==> config.mk <==
export PLATFORM = sky130hd
export DESIGN_NAME = dm_cmd_arbiter
export DESIGN_NICKNAME = d
export VERILOG_FILES = /design/src/rtl/dm_cmd_arbiter.sv
export SDC_FILE = /design/constraint.sdc
export NUM_CORES = 1
export LEC_CHECK = 0
export CAP_MARGIN = 25
export CORE_MARGIN = 3
export CORE_UTILIZATION = 29
export DETAILED_ROUTE_END_ITERATION = 8
export GPL_ROUTABILITY_DRIVEN = 0
export PLACE_DENSITY = 0.64
export SYNTH_ARGS = -nofsm -noshare
export SYNTH_HDL_FRONTEND = slang
export SYNTH_SLANG_ARGS = --single-unit
==> constraint.sdc <==
create_clock -name aclk -period 9.2 [get_ports aclk]
set_input_delay 1.38 -clock aclk [delete_from_list [all_inputs] [get_ports aclk]]
set_output_delay 1.38 -clock aclk [all_outputs]
set_load 0.02 [all_outputs]
==> src/rtl/dm_cmd_arbiter.sv <==
// Round-robin arbiter sharing one data-mover command port between N_REQ requesters.
// Multi-command chains (last=0 ... last=1) hold the port; an idle lock owner is released by timeout.
module dm_cmd_arbiter #(
    parameter int N_REQ        = 4,
    parameter int ID_WIDTH     = 3,
    parameter int CMD_WIDTH    = 64,
    parameter int LOCK_TIMEOUT = 256,
    parameter int CNT_WIDTH    = 16
) (
    input  logic                       aclk,
    input  logic                       rst,
    input  logic [N_REQ-1:0]           req_valid,
    input  logic [N_REQ*CMD_WIDTH-1:0] req_cmd,
    output logic [N_REQ-1:0]           req_ready,
    output logic                       out_valid,
    output logic [CMD_WIDTH-1:0]       out_cmd,
    output logic [ID_WIDTH-1:0]        out_id,
    input  logic                       out_ready,
    output logic                       locked,
    output logic [ID_WIDTH-1:0]        lock_owner,
    output logic [N_REQ*CNT_WIDTH-1:0] issue_cnt,
    output logic [N_REQ-1:0]           err_timeout,
    input  logic [N_REQ-1:0]           err_clr
);

    localparam int LAST_BIT = 55;
    localparam int TMO_W    = (LOCK_TIMEOUT > 0) ? $clog2(LOCK_TIMEOUT + 1) : 1;

    typedef enum logic {S_IDLE, S_LOCKED} state_t;

    state_t                 state_q, state_d;
    logic [ID_WIDTH-1:0]    ptr_q, ptr_d;
    logic [ID_WIDTH-1:0]    owner_q, owner_d;
    logic [TMO_W-1:0]       tmo_q, tmo_d;
    logic                   ov_q, ov_d;
    logic [CMD_WIDTH-1:0]   ocmd_q, ocmd_d;
    logic [ID_WIDTH-1:0]    oid_q, oid_d;
    logic [N_REQ-1:0]       err_q, err_d;
    logic [CNT_WIDTH-1:0]   icnt_q [N_REQ];
    logic [CNT_WIDTH-1:0]   icnt_d [N_REQ];

    logic                   space;
    logic                   gnt_found;
    logic [ID_WIDTH-1:0]    gnt_idx;
    logic [ID_WIDTH-1:0]    sel_idx;
    logic [CMD_WIDTH-1:0]   sel_cmd;
    logic                   sel_vld;
    logic                   sel_last;
    logic [N_REQ-1:0]       ack;
    logic                   xfer;
    logic                   expire;
    logic [N_REQ-1:0]       err_set;

    function automatic logic [ID_WIDTH-1:0] next_idx(input logic [ID_WIDTH-1:0] i);
        if (int'(i) >= N_REQ - 1) begin
            return '0;
        end else begin
            return i + ID_WIDTH'(1);
        end
    endfunction

    assign space = !ov_q || out_ready;

    // Rotating priority: first valid at or above ptr, otherwise first valid below it.
    always_comb begin
        gnt_found = 1'b0;
        gnt_idx   = '0;
        for (int i = 0; i < N_REQ; i++) begin
            if (!gnt_found && i >= int'(ptr_q) && req_valid[i]) begin
                gnt_found = 1'b1;
                gnt_idx   = ID_WIDTH'(i);
            end
        end
        for (int i = 0; i < N_REQ; i++) begin
            if (!gnt_found && req_valid[i]) begin
                gnt_found = 1'b1;
                gnt_idx   = ID_WIDTH'(i);
            end
        end
    end

    always_comb begin
        sel_idx   = (state_q == S_LOCKED) ? owner_q : gnt_idx;
        sel_cmd   = '0;
        sel_vld   = 1'b0;
        req_ready = '0;
        for (int i = 0; i < N_REQ; i++) begin
            if (i == int'(sel_idx)) begin
                sel_cmd      = req_cmd[i*CMD_WIDTH +: CMD_WIDTH];
                sel_vld      = req_valid[i];
                req_ready[i] = !rst && space && ((state_q == S_LOCKED) || gnt_found);
            end
        end
        sel_last = sel_cmd[LAST_BIT];
        ack      = req_valid & req_ready;
        xfer     = |ack;
    end

    always_comb begin
        state_d = state_q;
        ptr_d   = ptr_q;
        owner_d = owner_q;
        tmo_d   = tmo_q;
        expire  = 1'b0;
        err_set = '0;
        case (state_q)
            S_IDLE: begin
                if (xfer) begin
                    if (sel_last) begin
                        ptr_d = next_idx(sel_idx);
                    end else begin
                        state_d = S_LOCKED;
                        owner_d = sel_idx;
                        tmo_d   = '0;
                    end
                end
            end
            S_LOCKED: begin
                if (xfer) begin
                    tmo_d = '0;
                    if (sel_last) begin
                        state_d = S_IDLE;
                        ptr_d   = next_idx(owner_q);
                        owner_d = '0;
                    end
                end else if (LOCK_TIMEOUT > 0 && tmo_q == TMO_W'(LOCK_TIMEOUT)) begin
                    expire  = 1'b1;
                    state_d = S_IDLE;
                    ptr_d   = next_idx(owner_q);
                    owner_d = '0;
                    tmo_d   = '0;
                end else if (LOCK_TIMEOUT > 0 && !sel_vld) begin
                    // Owner stalled by backpressure (valid but no space) does not age the lock.
                    tmo_d = tmo_q + TMO_W'(1);
                end
            end
            default: state_d = S_IDLE;
        endcase
        for (int i = 0; i < N_REQ; i++) begin
            if (expire && i == int'(owner_q)) begin
                err_set[i] = 1'b1;
            end
        end
        err_d = (err_q & ~err_clr) | err_set;
    end

    always_comb begin
        ov_d   = ov_q;
        ocmd_d = ocmd_q;
        oid_d  = oid_q;
        if (xfer) begin
            ov_d   = 1'b1;
            ocmd_d = sel_cmd;
            oid_d  = sel_idx;
        end else if (out_ready) begin
            ov_d = 1'b0;
        end
        for (int i = 0; i < N_REQ; i++) begin
            icnt_d[i] = icnt_q[i] + CNT_WIDTH'(ack[i]);
        end
    end

    always_ff @(posedge aclk) begin
        if (rst) begin
            state_q <= S_IDLE;
            ptr_q   <= '0;
            owner_q <= '0;
            tmo_q   <= '0;
            ov_q    <= 1'b0;
            ocmd_q  <= '0;
            oid_q   <= '0;
            err_q   <= '0;
            for (int i = 0; i < N_REQ; i++) begin
                icnt_q[i] <= '0;
            end
        end else begin
            state_q <= state_d;
            ptr_q   <= ptr_d;
            owner_q <= owner_d;
            tmo_q   <= tmo_d;
            ov_q    <= ov_d;
            ocmd_q  <= ocmd_d;
            oid_q   <= oid_d;
            err_q   <= err_d;
            for (int i = 0; i < N_REQ; i++) begin
                icnt_q[i] <= icnt_d[i];
            end
        end
    end

    assign out_valid   = ov_q;
    assign out_cmd     = ocmd_q;
    assign out_id      = oid_q;
    assign locked      = (state_q == S_LOCKED);
    assign lock_owner  = owner_q;
    assign err_timeout = err_q;

    for (genvar g = 0; g < N_REQ; g++) begin : g_cnt
        assign issue_cnt[g*CNT_WIDTH +: CNT_WIDTH] = icnt_q[g];
    end

endmodule

==> flow_summary.json, run 1 <==
{
  "outcome": "completed",
  "synth_edf_count": 0,
  "cts_tree": "built",
  "cts_htree_levels": 4,
  "hold_viol_final": 0,
  "ir_drop_mv": 0.154,
  "initial_core_util_pct": 29.7,
  "io-pin-count": 411,
  "clockRootBuffer": "clkbuf_16",
  "syn2layout_area_growth_pct": 58.8,
  "dr.pass1.iters": 5,
  "pre_cts_ws_ns": 2.75,
  "start_kind": "input port",
  "worstPathMaxFanout": 70,
  "ys.flop_type": "dfxtp_1",
  "placementRows": 61,
  "nets": 1658,
  "fin_ws_ns": 2.67,
  "syn-instance-count": 1026,
  "post-dp-hpwl_um": 25800,
  "yosysWarnings": 0,
  "path_cells": "clkdlybuf4s50_1 > nand2b_1 > a21oi_1 > o311ai_0 > o21ai_0 > inv_1 > ha_1 > a21bo_4 > buf_4 > nor2_1 > clkdlybuf4s50_1",
  "post_cts_buffers": 0,
  "max_freq_ghz": 0.153,
  "path_delay_family": "buffers and inverters",
  "holdWs_ns": 0.454,
  "overflow": 0,
  "p_per_area_nw_per_um2": 250,
  "wirelength_um": 35300,
  "grt_pass1_wl_um": 52400,
  "cts_hold_buffers": 0,
  "grt_pass1_vias": 8838,
  "slowest_stage": "clkdlybuf4s50_1",
  "crit_path_frequent_cell": "clkdlybuf4s50_1",
  "netlist.area_leader.share_pct": 36.4,
  "dr.first_iter.drc_count": 566,
  "synth_top_area_cell": "dfxtp_1",
  "clkTransAtPathRegs_ns": 0.06,
  "power_uw": 3320,
  "grt_usage_pct": 21.6,
  "fin_skew_ns": 0.0179,
  "ys_async_sr_fraction_pct": 0,
  "required_ns": 7.82,
  "drc": 0,
  "crit_type": "input port to primary output",
  "dieArea_sq_um": 30900,
  "yosysUniqueCellTypes": 60,
  "timing.setup.tns_ns": 0,
  "layout-drive-gt1-share_pct": 4.05,
  "clk_latency_ns": 0.43,
  "leakage_uw": 0.00455,
  "cts_resized": 0,
  "grt_max_degree": 80,
  "worst_pin_slew_ns": 0.935,
  "yosysSeqAreaShare_pct": 36.4,
  "finalSetupViolCount": 0,
  "via_count": 9400,
  "routedWlPerCell_um": 20.0,
  "cap_violations": 0,
  "coreArea_sq_um": 28100,
  "setup.worst_path.end_class": "primary output",
  "arrival_ns": 5.15,
  "grt_setup_unrepaired": "false",
  "syn_area_per_cell_sq_um": 8.14,
  "antenna_found_initial": 3,
  "critPathBufInv": 4,
  "io_buffers": 410,
  "cts_buffers": 17,
  "fp.dieH_um": 176,
  "synth.area.top_cells": "dfxtp_1 36%, a211oi_1 12%, nor2_1 8.3%, a32oi_1 6.7%, nor3_1 4.2%",
  "finalMaxSlewViolations": 0,
  "die_w_um": 176,
  "ys_ff_latch": 152,
  "antenna_left": 0,
  "min_path_type": "flip-flop to flip-flop",
  "worst_path_largest_cell_delay_ns": 0.63,
  "syn-num-nets": 1315,
  "fin_area_sq_um": 13300,
  "maxSlewHeadroom_pct": 37.7,
  "period_share_pct": 71.0,
  "fin_crit_ns": 6.53,
  "clockBufferDepth": 2,
  "dpl_cell_area_sq_um": 12600,
  "synth_area_sq_um": 8350,
  "clock-sinks": 152,
  "vias_per_cell": 5.33
}
-- cells by family after synthesis --
logic type | Yosys count | synth area share [%]
buffers and inverters | 110 | 5.48
flip-flops | 152 | 36.4
multiplexers | 3 | 0.360
adder cells (fa/ha/maj) | 22 | 3.30
XOR/XNOR | 49 | 5.14
AO/OA/AOI/OAI | 273 | 25.2
AND/OR/NAND/NOR | 417 | 24.1
-- metal layers --
metal  global-route usage [%]  wire length (um)  up-vias
met5                        0                 9        -
met4                     5.31               491        2
met3                     6.40              2840       27
met2                     35.8             17100      359
met1                     27.7             14800     4498
li1                         -                 -     4514
-- placed cells by master (no fill, tap or decap), types with 3 or more instances in the layout --
cell type and instances:
a211oi_1 133, a21o_1 6, a21oi_1 21, a311oi_1 4, a31oi_1 3, a32oi_1 64, and2_0 3, and2_1 12
and3_1 10, and4_1 6, buf_4 9, bufinv_16 3, clkbuf_16 17, clkdlybuf4s50_1 409, dfxtp_1 152, ha_1 21
inv_1 15, inv_6 4, inv_8 4, mux2i_1 3, nand2_1 27, nand2b_1 6, nand3_1 28, nand3b_1 3
nand4_1 21, nor2_1 185, nor2b_1 19, nor3_1 70, nor4_1 4, o211ai_1 5, o21ai_0 12, o31ai_1 3
or3_1 9, or3b_1 4, xnor2_1 21, xor2_1 28
-- where the power goes --
group | internal (uW) | switching (uW)
registers | 772 | 76.5
clock network | 442 | 332
logic | 701 | 998
total | 1920 | 1410
-- through the flow --
stage / cells / utilization (%)
6_report: 1762 / 47.2
3_3_place_gp: 1728 / 45.0
4_1_cts: 1760 / 47.2
2_1_floorplan: 1026 / -
5_1_grt: 1762 / 47.2
3_5_place_dp: 1728 / 45.0
-- sequential cells by signal (all words and copies together), names as in the netlist --
name,cells
icnt_q,64
out_id,3
err_timeout,4
lock_owner,3
locked,1
out_valid,1
tmo_q,9
out_cmd,64
ptr_q,3
-- final timing paths --
path,start,to,cells past startpoint,slack (ns)
max,req_valid[0],req_ready[2],11,2.67
max reg2reg,locked$_SDFF_PP0_,tmo_q[5]$_SDFFE_PP0P_,12,4.42
min,out_id[2]$_SDFFE_PP0P_,out_id[2]$_SDFFE_PP0P_,2,0.45
min reg2reg,out_id[2]$_SDFFE_PP0P_,out_id[2]$_SDFFE_PP0P_,2,0.45
-- worst reg2reg max path, stage by stage, from the launching register on --
cell      delay [ns]
dfxtp_1         0.71
inv_1           0.38
o311ai_0        0.30
o21ai_0         0.32
inv_1           0.15
ha_1            0.22
ha_4            0.58
nand2_1         0.22
o221ai_2        0.23
nand2_2         0.47
buf_4           0.47
a32oi_2         0.46
o211ai_1        0.15
-- layout make-up --
type | count | area, sq um
Timing Repair Buffer | 418 | 4160
Inverter | 16 | 60.1
Multi-Input combinational cell | 764 | 4890
Tap cell | 378 | 473
Sequential cell | 152 | 3040
Clock inverter | 14 | 204
Clock buffer | 18 | 429
Fill cell | 2755 | 14800
Antenna cell | 2 | 5.00
-- cell usage after synthesis, types with 3 or more instances --
master    number
buf_6          3
nand2_1       27
nor3_1        70
mux2i_1        3
a21o_1         6
nand3b_1       3
ha_1          22
buf_4          3
a311oi_1       4
a21oi_1       21
and2_1        13
nor2b_1       20
xnor2_1       21
or3b_1         4
buf_1         12
o31ai_1        3
xor2_1        28
nand2b_1       6
nor2_1       185
a31oi_1        3
and2_0         3
clkbuf_1      67
and3_1        10
nand3_1       28
a211oi_1     133
and4_1         6
o211ai_1       5
inv_1         16
nor4_1         4
dfxtp_1      152
buf_2          9
or3_1          9
o21ai_0       12
a32oi_1       64
nand4_1       21
Power figures use the tool's default switching activity.
==> run 2, diff against run 1 <==
--- a/config.mk
+++ b/config.mk
@@ -10,7 +10,7 @@
 export CORE_UTILIZATION = 29
 export DETAILED_ROUTE_END_ITERATION = 8
 export GPL_ROUTABILITY_DRIVEN = 0
-export PLACE_DENSITY = 0.64
+export PLACE_DENSITY = 0.66
 export SYNTH_ARGS = -nofsm -noshare
 export SYNTH_HDL_FRONTEND = slang
 export SYNTH_SLANG_ARGS = --single-unit
==> constraint.sdc (replaced) <==
create_clock -name aclk -period 5.4 [get_ports aclk]
set_input_delay 0.81 -clock aclk [delete_from_list [all_inputs] [get_ports aclk]]
set_output_delay 0.81 -clock aclk [all_outputs]
set_load 0.02 [all_outputs]
==> run 2 against run 1 <==
  * Register-to-register slack got worse by 3.2 ns
  * Sequential share of layout area decreased by 0.12 points
  * Wire length increased by 1.2%
  * Clock skew decreased by 0.0022 ns
  * Final area increased by 0.54%
  * Core utilization increased by 0.25 points
  * Critical endpoint unchanged
  * Highest routed layer unchanged
==> flow_summary.json, run 2 (synthesis gave the netlist of run 1 again) <==
{
  "dr.pass1.iters": 7,
  "wirelength_um": 35700,
  "r2r_cells": 11,
  "hold_depth": 2,
  "cts_resized": 0,
  "cts_buffers": 17,
  "overflow": 0,
  "cts_tree": "built",
  "hold_viol_final": 0,
  "path_cells": "clkdlybuf4s50_1 > nand2b_1 > a21oi_1 > o311ai_0 > o21ai_0 > inv_1 > ha_1 > a21bo_4 > nor2_1 > clkdlybuf4s50_1",
  "antenna_left": 0,
  "maxSlewHeadroom_pct": 31.7,
  "fin_crit_ns": 4.67,
  "multi_input_area_sq_um": 4890,
  "finalMaxSlewViolations": 0,
  "dr.first_iter.drc_count": 591,
  "crit_type": "input port to primary output",
  "timing.setup.tns_ns": 0,
  "worstHoldStart": "out_cmd[55]$_SDFFE_PP0P_",
  "clock-sinks": 152,
  "fin_ws_ns": 0.728,
  "grt_pass1_wl_um": 53100,
  "leakage_uw": 0.00459,
  "worst_pin_slew_ns": 1.02,
  "fin_skew_ns": 0.0157,
  "io_buffers": 410,
  "vias_per_cell": 5.34,
  "fp.dieH_um": 176,
  "period_share_pct": 86.5,
  "p_per_area_nw_per_um2": 422,
  "critPathBufInv": 3,
  "layout-drive-gt1-share_pct": 4.88,
  "rrSetupSlack_ns": 1.21,
  "ir_drop_mv": 0.276,
  "initial_core_util_pct": 29.7,
  "cap_violations": 0,
  "layout_commonest_cell": "clkdlybuf4s50_1",
  "required_ns": 4.59,
  "reg2reg_from": "locked$_SDFF_PP0_",
  "die_w_um": 176,
  "io-pin-count": 411,
  "slowest_stage": "clkdlybuf4s50_1",
  "min_path_type": "flip-flop to flip-flop",
  "worstPathMaxFanout": 9,
  "syn2layout_area_growth_pct": 59.7,
  "arrival_ns": 3.86,
  "instances_no_fill": 1778,
  "placementRows": 61,
  "start_kind": "input port",
  "routedWlPerCell_um": 20.1,
  "path_delay_family": "buffers and inverters",
  "placed_cells": 1739,
  "cts_hold_buffers": 0,
  "grt_max_degree": 87,
  "worst_path_largest_cell_delay_ns": 0.71,
  "post-dp-hpwl_um": 26600,
  "drc": 0,
  "mostFrequentLayoutCells": "409 x clkdlybuf4s50_1, 185 x nor2_1, 152 x dfxtp_1",
  "nets": 1669,
  "via_count": 9499,
  "grt_pass1_vias": 9003,
  "outcome": "completed",
  "post_cts_buffers": 0,
  "grt_usage_pct": 21.9,
  "setup.worst_path.end_class": "primary output",
  "antenna_found_initial": 8,
  "clockBufferDepth": 2,
  "dieArea_sq_um": 30900,
  "fill_cells": 2765,
  "clockRootBuffer": "clkbuf_16",
  "max_freq_ghz": 0.214,
  "cts_htree_levels": 4,
  "clk_latency_ns": 0.43,
  "regArea_sq_um": 3040,
  "worstReg2RegEnd": "tmo_q[7]$_SDFFE_PP0P_",
  "finalSetupViolCount": 0,
  "grt_setup_unrepaired": "false",
  "clkTransAtPathRegs_ns": 0.07,
  "hold_end": "out_cmd[55]$_SDFFE_PP0P_",
  "pre_cts_ws_ns": 0.638,
  "coreArea_sq_um": 28100,
  "crit_path_frequent_cell": "clkdlybuf4s50_1"
}
## run 2: changes by cell type in the layout (fill, tap and decap cells not counted)
cell	before	now
clkinv_4	2	3
diode_2	2	7
inv_12	0	1
buf_12	0	1
buf_4	9	19
bufinv_16	3	0
clkbuf_1	1	0
clkinv_8	1	3
## run 2: through the flow
step / instance area [sq um] / power (uW) / util [%] / hold slack, ns
3_5_place_dp: 12700 / 4420 / 45.3 / 0.447
5_1_grt: 13300 / 6000 / 47.5 / 0.478
4_1_cts: 13300 / 5670 / 47.4 / 0.457
2_1_floorplan: 8350 / 3280 / - / 0.477
6_report: 13300 / 5620 / 47.5 / 0.454
3_3_place_gp: 12700 / 4400 / 45.3 / 0.447
## run 2: report_power, final
group          internal [uW]  total (uW)  switching [uW]
Sequential              1320        1450             139
Combinational           1240        2950            1710
Clock                    628        1220             593
## run 2: area by class of cell
| type | count | share of cell area [%] |
|---|---|---|
| multi-input combinational | 764 | 36.7 |
| timing repair buffer | 429 | 31.9 |
| sequential | 152 | 22.8 |
| tap | 378 | 3.55 |
| clock buffer | 17 | 3.19 |
| clock inverter | 15 | 1.29 |
| inverter | 16 | 0.450 |
| antenna | 7 | 0.131 |
## run 2: how the worst max path moves through the flow
| stage | cells after the start | start | slack, ns | endpoint |
|---|---|---|---|---|
| after global routing | 10 | req_valid[0] | 0.58 | req_ready[2] |
| after floorplan | 19 | req_valid[1] | 1.06 | icnt_q[3][14]$_SDFF_PP0_ |
| after global placement | 12 | req_valid[1] | 0.74 | lock_owner[0]$_SDFFE_PP0P_ |
| after CTS | 10 | req_valid[1] | 0.76 | req_ready[1] |
| after detailed placement | 13 | req_valid[0] | 0.64 | tmo_q[8]$_SDFFE_PP0P_ |
| final | 10 | req_valid[0] | 0.73 | req_ready[2] |
## run 2: worst register-to-register path: cells and delay by family, from the launching register on
family | cells | cell delay, ns
AO/OA/AOI/OAI | 7 | 2.19
adder cells (fa/ha/maj) | 1 | 0.21
buffers and inverters | 3 | 0.90
flip-flops | 1 | 0.76
## run 2: per-layer routing
metal | wire length, um | up-vias | GRT usage [%]
met2 | 16600 | 387 | 34.8
met3 | 2810 | 56 | 6.36
met5 | 17 | - | 0
li1 | - | 4530 | -
met4 | 1080 | 2 | 8.58
met1 | 15200 | 4524 | 28.1
==> variant, RTL diff (settings of run 2) <==
Make the reset (`rst`) asynchronous in one clocked block.
--- a/src/rtl/dm_cmd_arbiter.sv
+++ b/src/rtl/dm_cmd_arbiter.sv
@@ -162,3 +162,3 @@
 
-    always_ff @(posedge aclk) begin
+    always_ff @(posedge aclk or posedge rst) begin
         if (rst) begin
Function: differs if rst is asserted again (counterexample within 4 cycles, from zero or initial values and one cycle with rst high); with rst held inactive, the same outputs for 4 cycles.
==> variant against run 2 <==
- power up 25%
- combinational power grew 38%
- worst setup slack gained 62 ps
- core utilization is 0.47 points higher
- sequential cell count is the same
- largest cell class unchanged
- critical path type unchanged
- area after synthesis rose by 1.3%
- cell area grew 1.5%
- routed wire length decreased by 3.1%
- sequential power is 15% higher
- highest routed layer unchanged
- via count decreased by 7.0%
==> variant: results (changes against run 2) <==
[routing]
avgRoutedWirePerCell_um = 20.3  ; was 20.1 um
dr.pass1.iters = 5  ; was 7
wl_met1_um = 14400  ; was 15200 um
drt-initial-drc-count = 516  ; was 591
met3_length_um = 2660  ; was 2810 um
vias = 8832  ; was 9499
wl_met2_um = 16700  ; was 16600 um

[finish]
drive_gt1_frac = 0.0425  ; was 0.0488
diodes = 5  ; was 7
clock_area_frac = 0.0449  ; was 0.0448
multi_input_area_share = 0.319  ; was 0.367
n_sequential_cell = 152  ; unchanged
fin_nets = 1593  ; was 1669
fillCellCount = 2686  ; was 2765
n_all_inverters = 23  ; was 16
multi_input_cells = 688  ; was 764
buffer_area_frac = 0.312  ; was 0.319
n_all_buffers = 422  ; was 429
seq-cell-share = 0.281  ; was 0.228

[outcome]
status = completed  ; unchanged

[critical_path]
arrival_ps = 3800  ; was 3860 ps
worstReg2RegEnd = out_cmd[38]  ; was tmo_q[7]
reg2reg_from = ptr_q[2]  ; was locked
max_stage_delay_ps = 670  ; was 710 ps
crit_start = req_valid[1]  ; was req_valid[0]
cp_max_fo = 8  ; was 9
reg2regPathDepth = 12  ; was 11
rrSetupSlack_ps = 1850  ; was 1210 ps

[power_and_ir_drop]
max-vdd-ir-drop_mv = 0.447  ; was 0.276 mV
leakagePower_nw = 5.50  ; was 4.59 nW
clkPwrFrac = 0.181  ; was 0.217
combinationalPower_w = 0.00408  ; was 0.00295 W
sw_frac_of_total = 0.466  ; was 0.435

[hold_path]
hp-start = issue_cnt[31]  ; was out_cmd[55]
holdPathStages = 1  ; was 2
worst_hold_path.endpoint = issue_cnt[31]  ; was out_cmd[55]

[grt]
met1_usage = 0.270  ; was 0.281
grtUsageMet2 = 0.349  ; was 0.348
use_met3 = 0.0618  ; was 0.0636
grt_max_degree = 155  ; was 87
grt_pass1_vias = 8564  ; was 9003
grt_antenna_before_repair = 7  ; was 8
grt_pass1_wl_um = 51300  ; was 53100 um
grt_usage = 0.213  ; was 0.219

[sta]
timing.hold.ws_ps = 472  ; was 454 ps
relSlewSlack = 0.415  ; was 0.317
skew_ps = 14.7  ; was 15.7 ps

[yosys]
syn-num-nets = 1220  ; was 1315
async_flop_share = 1.00  ; was 0
synthAdderAreaFrac = 0.0325  ; was 0.0330
synthTopCellsByArea = dfrtp_1 45%, a32oi_1 6.8%, a211oi_1 5.9%  ; was dfxtp_1 36%, a211oi_1 12%, nor2_1 8.3%
synth_compound_area_frac = 0.253  ; was 0.252
synth-xor-area-share = 0.0621  ; was 0.0514
yosys-top-cells-count = 152 x dfrtp_1, 105 x nand2_1, 85 x nor2_1, 72 x o21ai_0, 70 x a21oi_1  ; was 185 x nor2_1, 152 x dfxtp_1, 133 x a211oi_1, 70 x nor3_1, 67 x clkbuf_1
muxShareOfSynthArea = 0.00518  ; was 0.00360
synthDistinctLibCells = 57  ; was 60

[clock_network]
cts-resized-gates = 0  ; unchanged

[place]
dpl.hpwl_um = 25700  ; was 26600 um

==> variant: cell types whose count changed in the layout (fill, tap and decap cells not counted), moves of 20 or more <==
cell and change:
o21ai_0 +60, dfxtp_1 -152, a21oi_1 +49, nand2_1 +77, xnor2_1 +20, nor2_1 -100
a211oi_1 -67, nor3_1 -64, dfrtp_1 +152
==> variant: stage by stage <==
| stage | instance area [um^2] | util | setup slack (ps) | instances | total power, W |
|---|---|---|---|---|---|
| floorplan | 8460 | - | 521 | 931 | 0.00422 |
| global placement | 12900 | 0.458 | 833 | 1663 | 0.00571 |
| detailed placement | 12900 | 0.458 | 647 | 1663 | 0.00578 |
| CTS | 13500 | 0.479 | 795 | 1695 | 0.00709 |
| global route | 13500 | 0.480 | 616 | 1700 | 0.00752 |
| finish | 13500 | 0.480 | 791 | 1700 | 0.00702 |
